`config.mk`:
```
export PLATFORM = sky130hd
export DESIGN_NAME = hazard_ctrl
export DESIGN_NICKNAME = d
export VERILOG_FILES = /design/src/rtl/mips_hazard_pkg.sv /design/src/rtl/md_busy_counter.sv /design/src/rtl/hazard_ctrl.sv
export SDC_FILE = /design/constraint.sdc
export NUM_CORES = 1
export LEC_CHECK = 0
export CORE_ASPECT_RATIO = 1.25
export CORE_MARGIN = 2
export CORE_UTILIZATION = 30
export DETAILED_ROUTE_END_ITERATION = 8
export GPL_ROUTABILITY_DRIVEN = 0
export PLACE_DENSITY_LB_ADDON = 0.3
export SYNTH_ARGS = -nofsm -noshare
export SYNTH_HDL_FRONTEND = slang
export SYNTH_SLANG_ARGS = --single-unit
```
`constraint.sdc`:
```
create_clock -name clk -period 2.29 [get_ports clk]
set_input_delay 0.687 -clock clk [delete_from_list [all_inputs] [get_ports clk]]
set_output_delay 0.687 -clock clk [all_outputs]
set_load 0.02 [all_outputs]
```
`src/rtl/mips_hazard_pkg.sv`:
```
// Shared types for the MIPS pipeline hazard controller.
// Stage control bundles, hazard source tags, register index type.
package mips_hazard_pkg;

   typedef logic [4:0] reg_idx_t;

   typedef struct packed {
      logic en;
      logic flush;
   } pipe_ctrl_t;

   typedef enum logic [2:0] {
      HZ_NONE,
      HZ_MEM,
      HZ_BRANCH,
      HZ_LOADUSE,
      HZ_HILO
   } hazard_src_t;

   localparam pipe_ctrl_t CTRL_RUN    = '{en: 1'b1, flush: 1'b0};
   localparam pipe_ctrl_t CTRL_HOLD   = '{en: 1'b0, flush: 1'b0};
   localparam pipe_ctrl_t CTRL_BUBBLE = '{en: 1'b1, flush: 1'b1};
   localparam pipe_ctrl_t CTRL_KILL   = '{en: 1'b0, flush: 1'b1};

   function automatic logic reg_hit(
      input logic     uses,
      input reg_idx_t src,
      input reg_idx_t dst
   );
      return uses && (src == dst);
   endfunction

endpackage

```
`src/rtl/md_busy_counter.sv`:
```
// HI/LO unit occupancy countdown.
// Loads (latency-1) on an accepted start, then counts down to zero.
module md_busy_counter
   import mips_hazard_pkg::*;
#(
   parameter int MUL_CYCLES = 4,
   parameter int DIV_CYCLES = 32,
   parameter int CNT_W      = $clog2(DIV_CYCLES + 1)
) (
   input  logic             clk,
   input  logic             reset,
   input  logic             start,
   input  logic             is_div,
   input  logic             hold_start,
   output logic             busy,
   output logic [CNT_W-1:0] cnt
);

   localparam logic [CNT_W-1:0] MUL_LD = CNT_W'(MUL_CYCLES - 1);
   localparam logic [CNT_W-1:0] DIV_LD = CNT_W'(DIV_CYCLES - 1);

   always_ff @(posedge clk) begin
      if (reset) begin
         cnt <= '0;
      end else if (start && !hold_start) begin
         cnt <= is_div ? DIV_LD : MUL_LD;
      end else if (cnt != '0) begin
         cnt <= cnt - 1'b1;
      end
   end

   assign busy = (cnt != '0);

endmodule

```
`src/rtl/hazard_ctrl.sv`:
```
// Central stall/flush generator for the 5-stage MIPS pipeline.
// Define HAZARD_PERF_EN to add stall_cycles/flush_events counters.
module hazard_ctrl
   import mips_hazard_pkg::*;
#(
   parameter int MUL_CYCLES = 4,
   parameter int DIV_CYCLES = 32,
   parameter int CNT_W      = $clog2(DIV_CYCLES + 1)
) (
   input  logic        clk,
   input  logic        reset,
   input  reg_idx_t    id_rs,
   input  reg_idx_t    id_rt,
   input  logic        id_uses_rs,
   input  logic        id_uses_rt,
   input  logic        id_uses_hilo,
   input  logic        ex_mem_read,
   input  reg_idx_t    ex_rt,
   input  logic        ex_branch_taken,
   input  logic        ex_md_start,
   input  logic        ex_md_is_div,
   input  logic        dmem_wait,
   output logic        pc_en,
   output logic        ifid_en,
   output logic        ifid_flush,
   output logic        idex_en,
   output logic        idex_flush,
   output logic        exmem_en,
   output logic        exmem_flush,
   output logic        memwb_en,
   output logic        memwb_flush,
   output logic        md_busy
`ifdef HAZARD_PERF_EN
  ,output logic [31:0] stall_cycles,
   output logic [31:0] flush_events
`endif
);

   logic [CNT_W-1:0] md_cnt;
   logic             load_use;
   logic             hilo_stall;
   logic             hz_mem;
   logic             hz_br;
   logic             hz_lu;
   logic             hz_hl;
   hazard_src_t      src;
   pipe_ctrl_t       ifid;
   pipe_ctrl_t       idex;
   pipe_ctrl_t       exmem;
   pipe_ctrl_t       memwb;

   md_busy_counter #(
      .MUL_CYCLES (MUL_CYCLES),
      .DIV_CYCLES (DIV_CYCLES),
      .CNT_W      (CNT_W)
   ) u_md_cnt (
      .clk        (clk),
      .reset      (reset),
      .start      (ex_md_start),
      .is_div     (ex_md_is_div),
      .hold_start (dmem_wait),
      .busy       (md_busy),
      .cnt        (md_cnt)
   );

   assign load_use = ex_mem_read && (ex_rt != '0) &&
                     (reg_hit(id_uses_rs, id_rs, ex_rt) ||
                      reg_hit(id_uses_rt, id_rt, ex_rt));

   // an op issuing this cycle blocks a HI/LO reader before md_cnt loads
   assign hilo_stall = id_uses_hilo &&
                       (md_busy || (ex_md_start && !dmem_wait));

   assign hz_mem = dmem_wait;
   assign hz_br  = ex_branch_taken && !hz_mem;
   assign hz_lu  = load_use && !hz_mem && !ex_branch_taken;
   assign hz_hl  = hilo_stall && !hz_mem && !ex_branch_taken &&
                   !load_use;

   always_comb begin
      src = HZ_NONE;
      unique case (1'b1)
         hz_mem:  src = HZ_MEM;
         hz_br:   src = HZ_BRANCH;
         hz_lu:   src = HZ_LOADUSE;
         hz_hl:   src = HZ_HILO;
         default: src = HZ_NONE;
      endcase
   end

   always_comb begin
      pc_en = 1'b1;
      ifid  = CTRL_RUN;
      idex  = CTRL_RUN;
      exmem = CTRL_RUN;
      memwb = CTRL_RUN;
      if (reset) begin
         pc_en = 1'b0;
         ifid  = CTRL_KILL;
         idex  = CTRL_KILL;
         exmem = CTRL_KILL;
         memwb = CTRL_KILL;
      end else begin
         unique case (src)
            HZ_MEM: begin
               pc_en = 1'b0;
               ifid  = CTRL_HOLD;
               idex  = CTRL_HOLD;
               exmem = CTRL_HOLD;
               memwb = CTRL_BUBBLE;
            end
            HZ_BRANCH: begin
               ifid = CTRL_BUBBLE;
               idex = CTRL_BUBBLE;
            end
            HZ_LOADUSE, HZ_HILO: begin
               pc_en = 1'b0;
               ifid  = CTRL_HOLD;
               idex  = CTRL_BUBBLE;
            end
            default: ;
         endcase
      end
   end

   assign ifid_en     = ifid.en;
   assign ifid_flush  = ifid.flush;
   assign idex_en     = idex.en;
   assign idex_flush  = idex.flush;
   assign exmem_en    = exmem.en;
   assign exmem_flush = exmem.flush;
   assign memwb_en    = memwb.en;
   assign memwb_flush = memwb.flush;

   // a second HI/LO op can only issue once the previous one drained
   always_ff @(posedge clk) begin
      if (!reset && ex_md_start && !dmem_wait)
         assert (md_cnt == '0);
   end

`ifdef HAZARD_PERF_EN
   always_ff @(posedge clk) begin
      if (reset) begin
         stall_cycles <= '0;
         flush_events <= '0;
      end else begin
         if (!pc_en && (stall_cycles != '1))
            stall_cycles <= stall_cycles + 1'b1;
         if (ifid_flush && (flush_events != '1))
            flush_events <= flush_events + 1'b1;
      end
   end
`endif

endmodule

```
==> run summary <==
Clocking
* clock root buffer: clkbuf_4
* number of buffers created by CTS: 3
* worst-skew pair later-pin latency: 0.26 ns
* Clock Tree Buf Depth: 2
* post-cts hold buffer count: 0
* clock tree from TritonCTS: yes
* clk sink count: 6
* clock slew at reported path FFs: 0.04 ns
* H-tree Lvls: 1

Synth
* count of unique library cells instantiated by Yosys: 28
* Yosys top cell area share: 21.52%
* Synth Flop Type: dfxtp_1
* count of state elements after synthesis: 6
* Synthesized Nets: 91
* async set or reset register ratio after synthesis: 0%
* number of synthesis warnings: 0
* most numerous cell in the Yosys netlist: xor2_1
* synthesized instance count: 64
* largest area contributor in the netlist: dfxtp_1
* number of flops mapped to enable cells by yosys: 0
* leading post-synthesis cells by cell area: dfxtp_1 (22%), xor2_1 (14%), xnor2_1 (9.4%), o311ai_4 (4.7%), ha_1 (4.5%)
* share of the yosys chip area belonging to registers: 21.52%
* post-synthesis average cell area: 8.719 µm²
* ranking of synthesized cells by instance count: xor2_1 (9), dfxtp_1 (6), inv_1 (6), xnor2_1 (6), nor2_1 (5)
* post-synthesis instance area: 558.0 µm²

Min path
* start point of the worst min-delay path: u_md_cnt.cnt[5]
* worst hold endpoint: u_md_cnt.cnt[5]
* worst min-delay path class: reg -> reg
* Worst Hold Path Cells: 2

Worst setup path
* Critical Path, Cell by Cell: buf_6, buf_6, xor2_1, nor4_2, a32oi_2, o311a_1, buf_6
* startpoint type of the worst setup path: input port
* worst reg2reg path depth: 8
* startpoint of the worst register-to-register path: u_md_cnt.cnt[0]
* Critical Path AT: 1.96 ns
* endpoint type of the worst setup path: output port
* critical path's largest stage delay: 0.33 ns
* top fanout value on the critical path: 3
* critical path start-end classification: in -> out
* FF-to-FF End: u_md_cnt.cnt[1]
* CP most frequent cell: buf_6
* R2R setup slack: 0.40 ns
* cell family with most CP delay: compound AO/OA/AOI/OAI gates
* Buffers & Inverters on Critical Path: 3
* slowest CP cell: nor4_2
* Critical Path Stages: 7
* Req. time, crit path: 1.60 ns

Floorplan
* Initial Util: 31.61%
* placeable core region: 1765 µm²
* I/O pin cnt: 35
* number of rows in the core area: 17
* die area: 2223 µm²
* die width: 42.58 µm
* die span in y: 52.22 µm

Route
* average via count per standard cell: 4.712
* number of antenna-violating nets in the routed design: 0
* First DRT Iteration DRCs: 2
* DR pass1 iterations: 4
* # DRC: 0
* wire length after detailed routing: 1.784 mm
* Routed WL per cell: 12.83 µm
* routed vias: 655

Global routing
* maximum number of pins on one net before global-route repair: 8
* antenna violations before repair: 0
* GRT Resource Usage Total: 17.32%
* global-route wire length before repair: 2.815 mm
* overall overflow remaining after global route: 0
* number of global-route vias before repair: 711

Power and ir drop
* combinational power share: 71.5%
* cell internal pwr: 0.6414 mW
* Clock Power Share: 9.9%
* Lkg Pwr: 0.5008 nW
* net switching power: 0.4016 mW
* largest vdd supply drop: 0.7646 mV
* PwrDens: 933.4 nW/µm²
* register share of total power: 18.6%
* switching fraction of total power: 38.50%

Layout
* registers with the most flip-flops: u_md_cnt.cnt x6
* area of combinational cells with multiple inputs: 450.4 µm²
* final core utilization: 63.29%
* Synth-to-Final Area Change: 100.2%
* Filler Cells Inserted: 159
* number of inserted diodes: 0
* ratio of cells with drive above 1 in the final layout: 49.17%
* number of flip-flops in the largest register: 6
* net count of the finished layout: 149
* sequential cell area: 122.6 µm²
* top register by number of flip-flops: u_md_cnt.cnt

STA
* fin. max-slew vios: 0
* clock period minus final worst setup slack: 2.648 ns
* final setup skew: 0.01136 ns
* Hold Vio Cnt, Final: 0
* Final setup viols: 4
* Final WS setup: -0.3582 ns
* transition time at the pin with the least slew margin: 0.2820 ns
* slew margin rel.: 81.06%
* Final period util: 115.6%
* setup repair after global routing missed its margin: yes
* Fmax: 0.3776 GHz

Placement
* port bufs: 34
* dpl hpwl: 1.380 mm
* worst setup slack after placement: -1.132 ns

Outcome
* violated checks: negative setup slack
* outcome: finished with violations

Job
* max-capacitance violation count: 0

==> routing by layer <==
metal | global-route usage (%) | wire length [µm]
met1 | 16.08 | 657
met2 | 34.10 | 920
met3 | 3.793 | 172
met4 | 9.896 | 34
met5 | 0 | 0
==> final cells by class <==
type | count | share of cell area [%]
timing repair buffer | 56 | 42.55
multi-input combinational | 49 | 40.31
sequential | 6 | 10.97
tap | 19 | 2.128
clock buffer | 3 | 2.016
inverter | 6 | 2.016
==> cell families after synthesis <==
family | count (synthesis) | share of synthesized area [%]
buffers and inverters | 9 | 7.397
XOR/XNOR | 15 | 23.54
AO/OA/AOI/OAI | 14 | 22.20
flip-flops | 6 | 21.53
multiplexers | 1 | 2.018
AND/OR/NAND/NOR | 17 | 18.84
adder cells (fa/ha/maj) | 2 | 4.484
==> power by group through the flow <==
stage	logic [mW]	registers (mW)	clock network [mW]
floorplan	0.393	0.202	0
detailed placement	0.679	0.189	0
CTS	0.698	0.192	0.107
finish	0.745	0.194	0.103
global placement	0.666	0.187	0
global route	0.817	0.198	0.111
==> worst register-to-register path: stages (launching register included) <==
cell and delay, ns:
dfxtp_2 0.32, inv_2 0.05, ha_1 0.14, or4b_4 0.49
buf_6 0.15, nor2_4 0.08, buf_4 0.13, mux2_2 0.32
a21oi_1 0.14
==> repair_timing <==
item	in CTS	in global routing
resized for setup	87	9
endpoints found under the setup margin	10	6
endpoints found under the hold margin	0	0
pin swaps	15	1
setup buffers	5	1
==> how the worst max path moves through the flow <==
stage,start,end,slack (ns)
finish,ex_rt[0],pc_en,-0.36
global route,ex_rt[0],ifid_en,-0.42
CTS,ex_rt[0],pc_en,-0.34
detailed placement,ex_rt[4],ifid_en,-1.13
global placement,ex_rt[4],ifid_en,-1.08
floorplan,ex_rt[4],idex_flush,-0.08
==> through the flow <==
step           instances  hold slack (ns)  area (µm²)  power [mW]  TNS [ns]
6_report             139           0.5764        1117       1.043    -1.062
5_1_grt              139           0.6227        1117       1.125    -1.315
4_1_cts              138           0.5763        1105      0.9966    -1.093
3_5_place_dp         130           0.5622        1032      0.8683    -6.550
3_3_place_gp         130           0.5551        1032      0.8523    -6.399
2_1_floorplan         64           0.5360       566.8      0.5947   -0.2448
==> cells in the final DEF, fill, tap and decap left out, drive strengths merged <==
master and instances:
and2 1, nor3b 1, o21ai 3, nand3b 1
o21a 3, or4b 1, dfxtp 6, or4 1
o311a 2, clkdlybuf4s50 7, o31ai 1, clkdlybuf4s15 4
a32oi 1, nor3 2, nand2b 1, dlygate4sd2 10
buf 33, nor4 2, mux2 1, ha 2
nand2 1, o311ai 1, nor2 6, a21oi 2
xor2 9, clkbuf 5, inv 6, xnor2 6
o21ba 1
(Power assumes the default switching activity.)
==> RTL change 1, RTL diff (same flow settings) <==
`DIV_CYCLES` is set to 32 in 2 places; all go to 64.
--- a/src/rtl/md_busy_counter.sv
+++ b/src/rtl/md_busy_counter.sv
@@ -6,3 +6,3 @@
    parameter int MUL_CYCLES = 4,
-   parameter int DIV_CYCLES = 32,
+   parameter int DIV_CYCLES = 64,
    parameter int CNT_W      = $clog2(DIV_CYCLES + 1)
--- a/src/rtl/hazard_ctrl.sv
+++ b/src/rtl/hazard_ctrl.sv
@@ -6,3 +6,3 @@
    parameter int MUL_CYCLES = 4,
-   parameter int DIV_CYCLES = 32,
+   parameter int DIV_CYCLES = 64,
    parameter int CNT_W      = $clog2(DIV_CYCLES + 1)
Behaviour: same outputs for any inputs over 10 cycles, from zero or initial values and one cycle with reset high; that may be too few to reach the edited logic, so the function may still have changed.
==> RTL change 1 against the original RTL <==
  * The flow still finishes with violations (negative setup slack)
  * Routed wire length rose by 6.0%
  * Design area grew 6.6%
  * Total power rose by 4.4%
  * Critical path depth shrank 1
  * Worst setup slack gained 0.075 ns
  * Area after synthesis up 14%
  * Sequential cell count increased by 1
  * Global-route usage up 0.41 points
  * Clock skew is 0.0077 ns lower
  * Cell count up 9.4%
  * Highest routed layer unchanged
==> RTL change 1: results (changes against the original RTL) <==
INFO  metric status = finished with violations
INFO  metric violated_checks = negative setup slack
INFO  metric worst_skew_pair.late_latency = 0.26 ns (about the same)
INFO  metric post_route_cells_drive_above_1_share = 47.73% (-1.4 points)
INFO  metric cts.root.buffer_cell = sky130_fd_sc_hd__clkbuf_4
INFO  metric vdd_drop_max = 0.4681 mV (-39%)
INFO  metric post-route-worst-setup-slack = -0.2831 ns (+0.07503 ns)
INFO  metric synth_cell_type_count = 34 (+21%)
INFO  metric first_global_vias = 775 (+9.0%)
INFO  metric drt-total-wl = 1891 µm (+6.0%)
INFO  metric dp_hpwl = 1552 µm (+13%)
INFO  metric crit_arrival = 1.89 ns (-0.07 ns)
INFO  metric power.net_switching = 0.4282 mW (+6.6%)
INFO  metric classification_of_the_worst_slack_hold_path = reg -> reg
INFO  metric leakagePower = 0.5534 nW (+11%)
INFO  metric post-place-ws = -1.181 ns (-0.04922 ns)
INFO  metric drtPass1Iterations = 4 (unchanged)
INFO  metric synthesis.nets = 103 (+13%)
INFO  metric diodes = 0 (unchanged)
INFO  metric yosys_most_used_dff = sky130_fd_sc_hd__dfxtp_1
INFO  metric timing.reg2reg.worst_path_depth = 8 (unchanged)
INFO  metric largest_registers = u_md_cnt.cnt: 7 flops
INFO  metric grt_util_all_layers = 17.73% (+0.41 points)
INFO  metric setup_tns = -0.8246 ns (+0.2373 ns)
INFO  metric nNetsFinal = 160 (+7.4%)
INFO  metric sequential_element_share_of_the_synthesized_area = 21.96% (+0.44 points)
INFO  metric synth.top_cells.by_area = sky130_fd_sc_hd__dfxtp_1 22%, sky130_fd_sc_hd__xor2_1 15%, sky130_fd_sc_hd__o31a_1 4.1%
INFO  metric route.detailed.vias_per_inst = 4.993 (+6.0%)
INFO  metric hold_path_depth = 3 (+1)
INFO  metric async_reset_ff_share = 0% (unchanged)
INFO  metric grt_start_max_net_pins = 8 (unchanged)
INFO  metric setup_viol = 3 (-1)
INFO  metric initialDrtViolationCount = 9 (+7)
INFO  metric maximum_fanout_along_the_worst_path = 3 (unchanged)
INFO  metric ys_warn_count = 0 (unchanged)
INFO  metric skew = 0.003618 ns (-0.007745 ns)
INFO  metric worst_slew_slack_as_a_fraction_of_its_limit = 79.41% (-1.6 points)
INFO  metric port-buffer-count = 34 (unchanged)
INFO  metric cts_buffers = 3 (unchanged)
INFO  metric h-tree-depth = 1 (unchanged)
INFO  metric clk_path_buf_depth = 2 (unchanged)
INFO  metric synth.cells.most_frequent = 11 x sky130_fd_sc_hd__xor2_1, 7 x sky130_fd_sc_hd__dfxtp_1, 6 x sky130_fd_sc_hd__nand2_1, 5 x sky130_fd_sc_hd__a21oi_1, 5 x sky130_fd_sc_hd__nor2_1
INFO  metric clkTransAtPathRegs = approximately 0.050 ns
INFO  metric grt_pass1_wl = 3167 µm (+13%)
INFO  metric nFillCells = 177 (+11%)
INFO  metric initial_antenna_violation_count = 0 (unchanged)
==> RTL change 1: cell count changes after synthesis, sizes merged, moves of 3 or more <==
cell | before | now
a21oi | 2 | 5
o31a | 0 | 3
nand2 | 1 | 7
xnor2 | 6 | 3
==> RTL change 1: worst paths after layout <==
check | from | to | slack (ns)
max reg2reg | u_md_cnt.cnt[0] | u_md_cnt.cnt[1] | 0.81
min reg2reg | u_md_cnt.cnt[0] | u_md_cnt.cnt[0] | 0.66
min | u_md_cnt.cnt[0] | u_md_cnt.cnt[0] | 0.66
max | ex_rt[2] | idex_flush | -0.28
==> RTL change 1: cells by family (layout without fill, tap and decap cells) <==
kind of cell / after synthesis / count (layout) / synth area share [%]
fa+ha+maj: 2 / 2 / 3.921
xor+xnor: 14 / 14 / 19.22
compound gates: 16 / 16 / 20.00
buf+inv: 10 / 66 / 7.253
mux: 1 / 1 / 1.569
flops: 7 / 7 / 21.96
simple gates: 26 / 26 / 26.08
==> RTL change 1: final cells by class <==
| cell class | count | share of cell area [%] |
|---|---|---|
| Sequential cell | 7 | 11.76 |
| Inverter | 6 | 1.891 |
| Timing Repair Buffer | 56 | 38.03 |
| Tap cell | 20 | 2.101 |
| Multi-Input combinational cell | 59 | 44.01 |
| Clock buffer | 4 | 2.206 |
==> RTL change 1: power by group through the flow <==
stage	sequential [mW]	clock (mW)	combinational, mW
3_5_place_dp	0.216	0	0.752
2_1_floorplan	0.229	0	0.401
3_3_place_gp	0.216	0	0.729
5_1_grt	0.220	0.128	0.836
4_1_cts	0.213	0.120	0.767
6_report	0.213	0.114	0.762
==> RTL change 1: timing repair <==
action,4_1_cts,5_1_grt
gates cloned,0,0
setup buffers,2,0
pin swaps,17,10
gates resized for setup,89,11
setup endpoints to repair,10,6
==> RTL change 1: through the flow <==
step	instances	area [µm²]	util (%)
6_report	152	1191	59.43
5_1_grt	152	1191	59.43
4_1_cts	152	1185	59.11
3_5_place_dp	146	1139	56.80
3_3_place_gp	146	1139	56.80
2_1_floorplan	76	646.9	-
==> RTL change 1: critical path: stages <==
cell and delay [ns]:
sky130_fd_sc_hd__buf_6 0.10, sky130_fd_sc_hd__or4_4 0.55, sky130_fd_sc_hd__o21ai_4 0.13, sky130_fd_sc_hd__nor3b_2 0.20, sky130_fd_sc_hd__a221oi_2 0.05, sky130_fd_sc_hd__buf_4 0.16
==> RTL change 1: per-layer routing <==
metal	global-route usage, %	vias to the layer above	share of wire, %	wire length [µm]
met1	16.40	345	35	660
met5	0	-	0	0
met2	31.43	35	54	1024
li1	-	373	-	-
met3	4.248	6	7.8	147
met4	12.61	0	3.1	59
==> RTL change 2, RTL diff (same settings) <==
Without the edit above. Register the input `ex_md_is_div` before use. The logic sees it one clock later. The other inputs are not delayed to match.
--- a/src/rtl/hazard_ctrl.sv
+++ b/src/rtl/hazard_ctrl.sv
@@ -38,2 +38,8 @@
 
+   logic ex_md_is_div_q;
+
+   always_ff @(posedge clk) begin
+      ex_md_is_div_q <= ex_md_is_div;
+   end
+
    logic [CNT_W-1:0] md_cnt;
@@ -59,3 +65,3 @@
       .start      (ex_md_start),
-      .is_div     (ex_md_is_div),
+      .is_div     (ex_md_is_div_q),
       .hold_start (dmem_wait),
Check against the original RTL: not equivalent (Yosys sat finds a counterexample within 10 cycles, from zero or initial values and one cycle with reset high).
==> RTL change 2 against the original RTL <==
  * The flow still finishes with violations (negative setup slack)
  * Total power down 14%
  * Design area shrank 5.2%
  * Sequential cell count rose by 1
  * Routed wire length down 18%
  * Worst setup slack better by 0.033 ns
  * Core utilization rose by 2.9 points
  * Via count fell by 4.6%
  * Sequential power rose by 5%
  * Area after synthesis down 7.0%
  * Maximum frequency increased by 1.3%
  * Critical path type unchanged
  * Critical endpoint unchanged
==> RTL change 2: results (changes against the original RTL) <==
INFO  metric status = finished with violations
INFO  metric violated_checks = negative setup slack
INFO  metric ys_warn_count = 0 (unchanged)
INFO  metric synthesis.nets = 90 (-1.1%)
INFO  metric drtPass1Iterations = 4 (unchanged)
INFO  metric power_report.internal_total = 0.5578 mW (-13%)
INFO  metric hold_end = u_md_cnt.cnt[2]
INFO  metric synth_cell_type_count = 24 (-14%)
INFO  metric amount_of_wire_on_met3_after_detailed_routing = 87 µm (-49%)
INFO  metric synth.top_cells.by_area = sky130_fd_sc_hd__dfxtp_1 27%, sky130_fd_sc_hd__xor2_1 17%, sky130_fd_sc_hd__xnor2_1 8.4%
INFO  metric grt_pass1_wl = 2387 µm (-15%)
INFO  metric post-route-worst-setup-slack = -0.3252 ns (+0.03298 ns)
INFO  metric synth.avg_cell_area = 8.242 µm² (-5.5%)
INFO  metric diodes = 0 (unchanged)
INFO  metric largest_registers = u_md_cnt.cnt: 6 flops, ex_md_is_div_q: 1 flops
INFO  metric post_route_cells_drive_above_1_share = 41.03% (-8.1 points)
INFO  metric setup_tns = -0.9229 ns (+0.1390 ns)
INFO  metric wl_met1 = 566 µm (-14%)
INFO  metric layoutNonFillerInstCount = 135 (-2.9%)
INFO  metric initialDrtViolationCount = 7 (+5)
INFO  metric met2_length = 777 µm (-16%)
INFO  metric grt_start_max_net_pins = 6 (-2)
INFO  metric synth.cells.most_frequent = 10 x sky130_fd_sc_hd__xor2_1, 7 x sky130_fd_sc_hd__dfxtp_1, 6 x sky130_fd_sc_hd__inv_1, 6 x sky130_fd_sc_hd__nor2_1, 5 x sky130_fd_sc_hd__xnor2_1
INFO  metric grt_util_all_layers = 16.58% (-0.73 points)
INFO  metric dp_hpwl = 1231 µm (-11%)
INFO  metric drt-total-wl = 1464 µm (-18%)
INFO  metric r2r-end = u_md_cnt.cnt[3]
INFO  metric setup_viol = 3 (-1)
INFO  metric vdd_drop_max = 0.3320 mV (-57%)
INFO  metric sequential_element_share_of_the_synthesized_area = 26.99% (+5.5 points)
INFO  metric first_global_vias = 663 (-6.8%)
INFO  metric leakagePower = 0.4925 nW (-1.7%)
INFO  metric hold_ws = 0.5244 ns (-0.05202 ns)
INFO  metric skew = 0.0004229 ns (-0.01094 ns)
INFO  metric route.detailed.vias_per_inst = 4.630 (-1.8%)
INFO  metric nFillCells = 145 (-8.8%)
INFO  metric timing.critical_path.slowest_stage_cell = sky130_fd_sc_hd__o311a_1
INFO  metric worst_slew_slack_as_a_fraction_of_its_limit = 78.63% (-2.4 points)
INFO  metric nNetsFinal = 145 (-2.7%)
INFO  metric timing.hold.worst.start = ex_md_is_div_q
INFO  metric slowest_delay = 0.39 ns (+0.06 ns)
INFO  metric timing.reg2reg.worst_path_depth = 6 (-2)
INFO  metric clkTransAtPathRegs = 0.06 ns (+0.02 ns)
[RTL change 2: repair_timing]
action / in CTS / in global routing
gates resized for setup: 93 / 5
buffers inserted: 1 / 0
endpoints found under the setup margin: 10 / 5
hold buffers: 0 / 0
pin swaps: 15 / 4
[RTL change 2: worst reg2reg max path: stages (launching register included)]
cell	delay [ns]
sky130_fd_sc_hd__dfxtp_1	0.32
sky130_fd_sc_hd__inv_1	0.06
sky130_fd_sc_hd__ha_1	0.19
sky130_fd_sc_hd__nand3_1	0.09
sky130_fd_sc_hd__buf_4	0.14
sky130_fd_sc_hd__nand3_1	0.15
sky130_fd_sc_hd__o21ai_0	0.20
[RTL change 2: worst max-delay path by stage]
stage | startpoint | to | slack (ns) | cells past startpoint
2_1_floorplan | ex_rt[3] | idex_flush | -0.11 | 4
3_3_place_gp | ex_rt[3] | idex_flush | -1.09 | 6
3_5_place_dp | ex_rt[3] | idex_flush | -1.16 | 6
4_1_cts | id_rs[3] | pc_en | -0.34 | 6
5_1_grt | id_rs[3] | pc_en | -0.39 | 6
6_report | id_rs[3] | pc_en | -0.33 | 6
[RTL change 2: metal layers]
layer	GRT usage [%]	up-vias
met3	2.212	2
li1	-	320
met1	16.48	274
met2	30.47	29
met4	8.065	0
met5	0	-
[RTL change 2: cell type report]
cell class                 count  area share, %
multi-input combinational     48          39.08
tap                           18          2.125
clock buffer                   4          2.479
inverter                       6          2.125
sequential                     7          13.22
timing repair buffer          52          40.97
[RTL change 2: through the flow]
| stage | instance area, µm² | setup WS (ns) | power [mW] |
|---|---|---|---|
| 6_report | 1060 | -0.3252 | 0.8956 |
| 5_1_grt | 1060 | -0.3867 | 0.9713 |
| 3_5_place_dp | 1006 | -1.162 | 0.7891 |
| 4_1_cts | 1067 | -0.3381 | 0.9042 |
| 3_3_place_gp | 1006 | -1.092 | 0.7772 |
| 2_1_floorplan | 530.5 | -0.1129 | 0.5109 |
[RTL change 2: power by group through the flow]
stage | Sequential [mW] | Combinational [mW] | Clock [mW]
global route | 0.212 | 0.629 | 0.130
floorplan | 0.215 | 0.296 | 0
global placement | 0.205 | 0.572 | 0
detailed placement | 0.206 | 0.583 | 0
finish | 0.203 | 0.572 | 0.120
CTS | 0.204 | 0.576 | 0.124
[RTL change 2: logic make-up (layout without fill, tap and decap cells)]
family,count (synthesis),after routing,synth area share (%)
buffers and inverters,8,62,7.228
multiplexers,1,1,1.928
adder cells (fa/ha/maj),2,2,4.819
AND/OR/NAND/NOR,18,18,17.83
AO/OA/AOI/OAI,12,12,15.90
flip-flops,7,7,26.99
XOR/XNOR,15,15,25.30
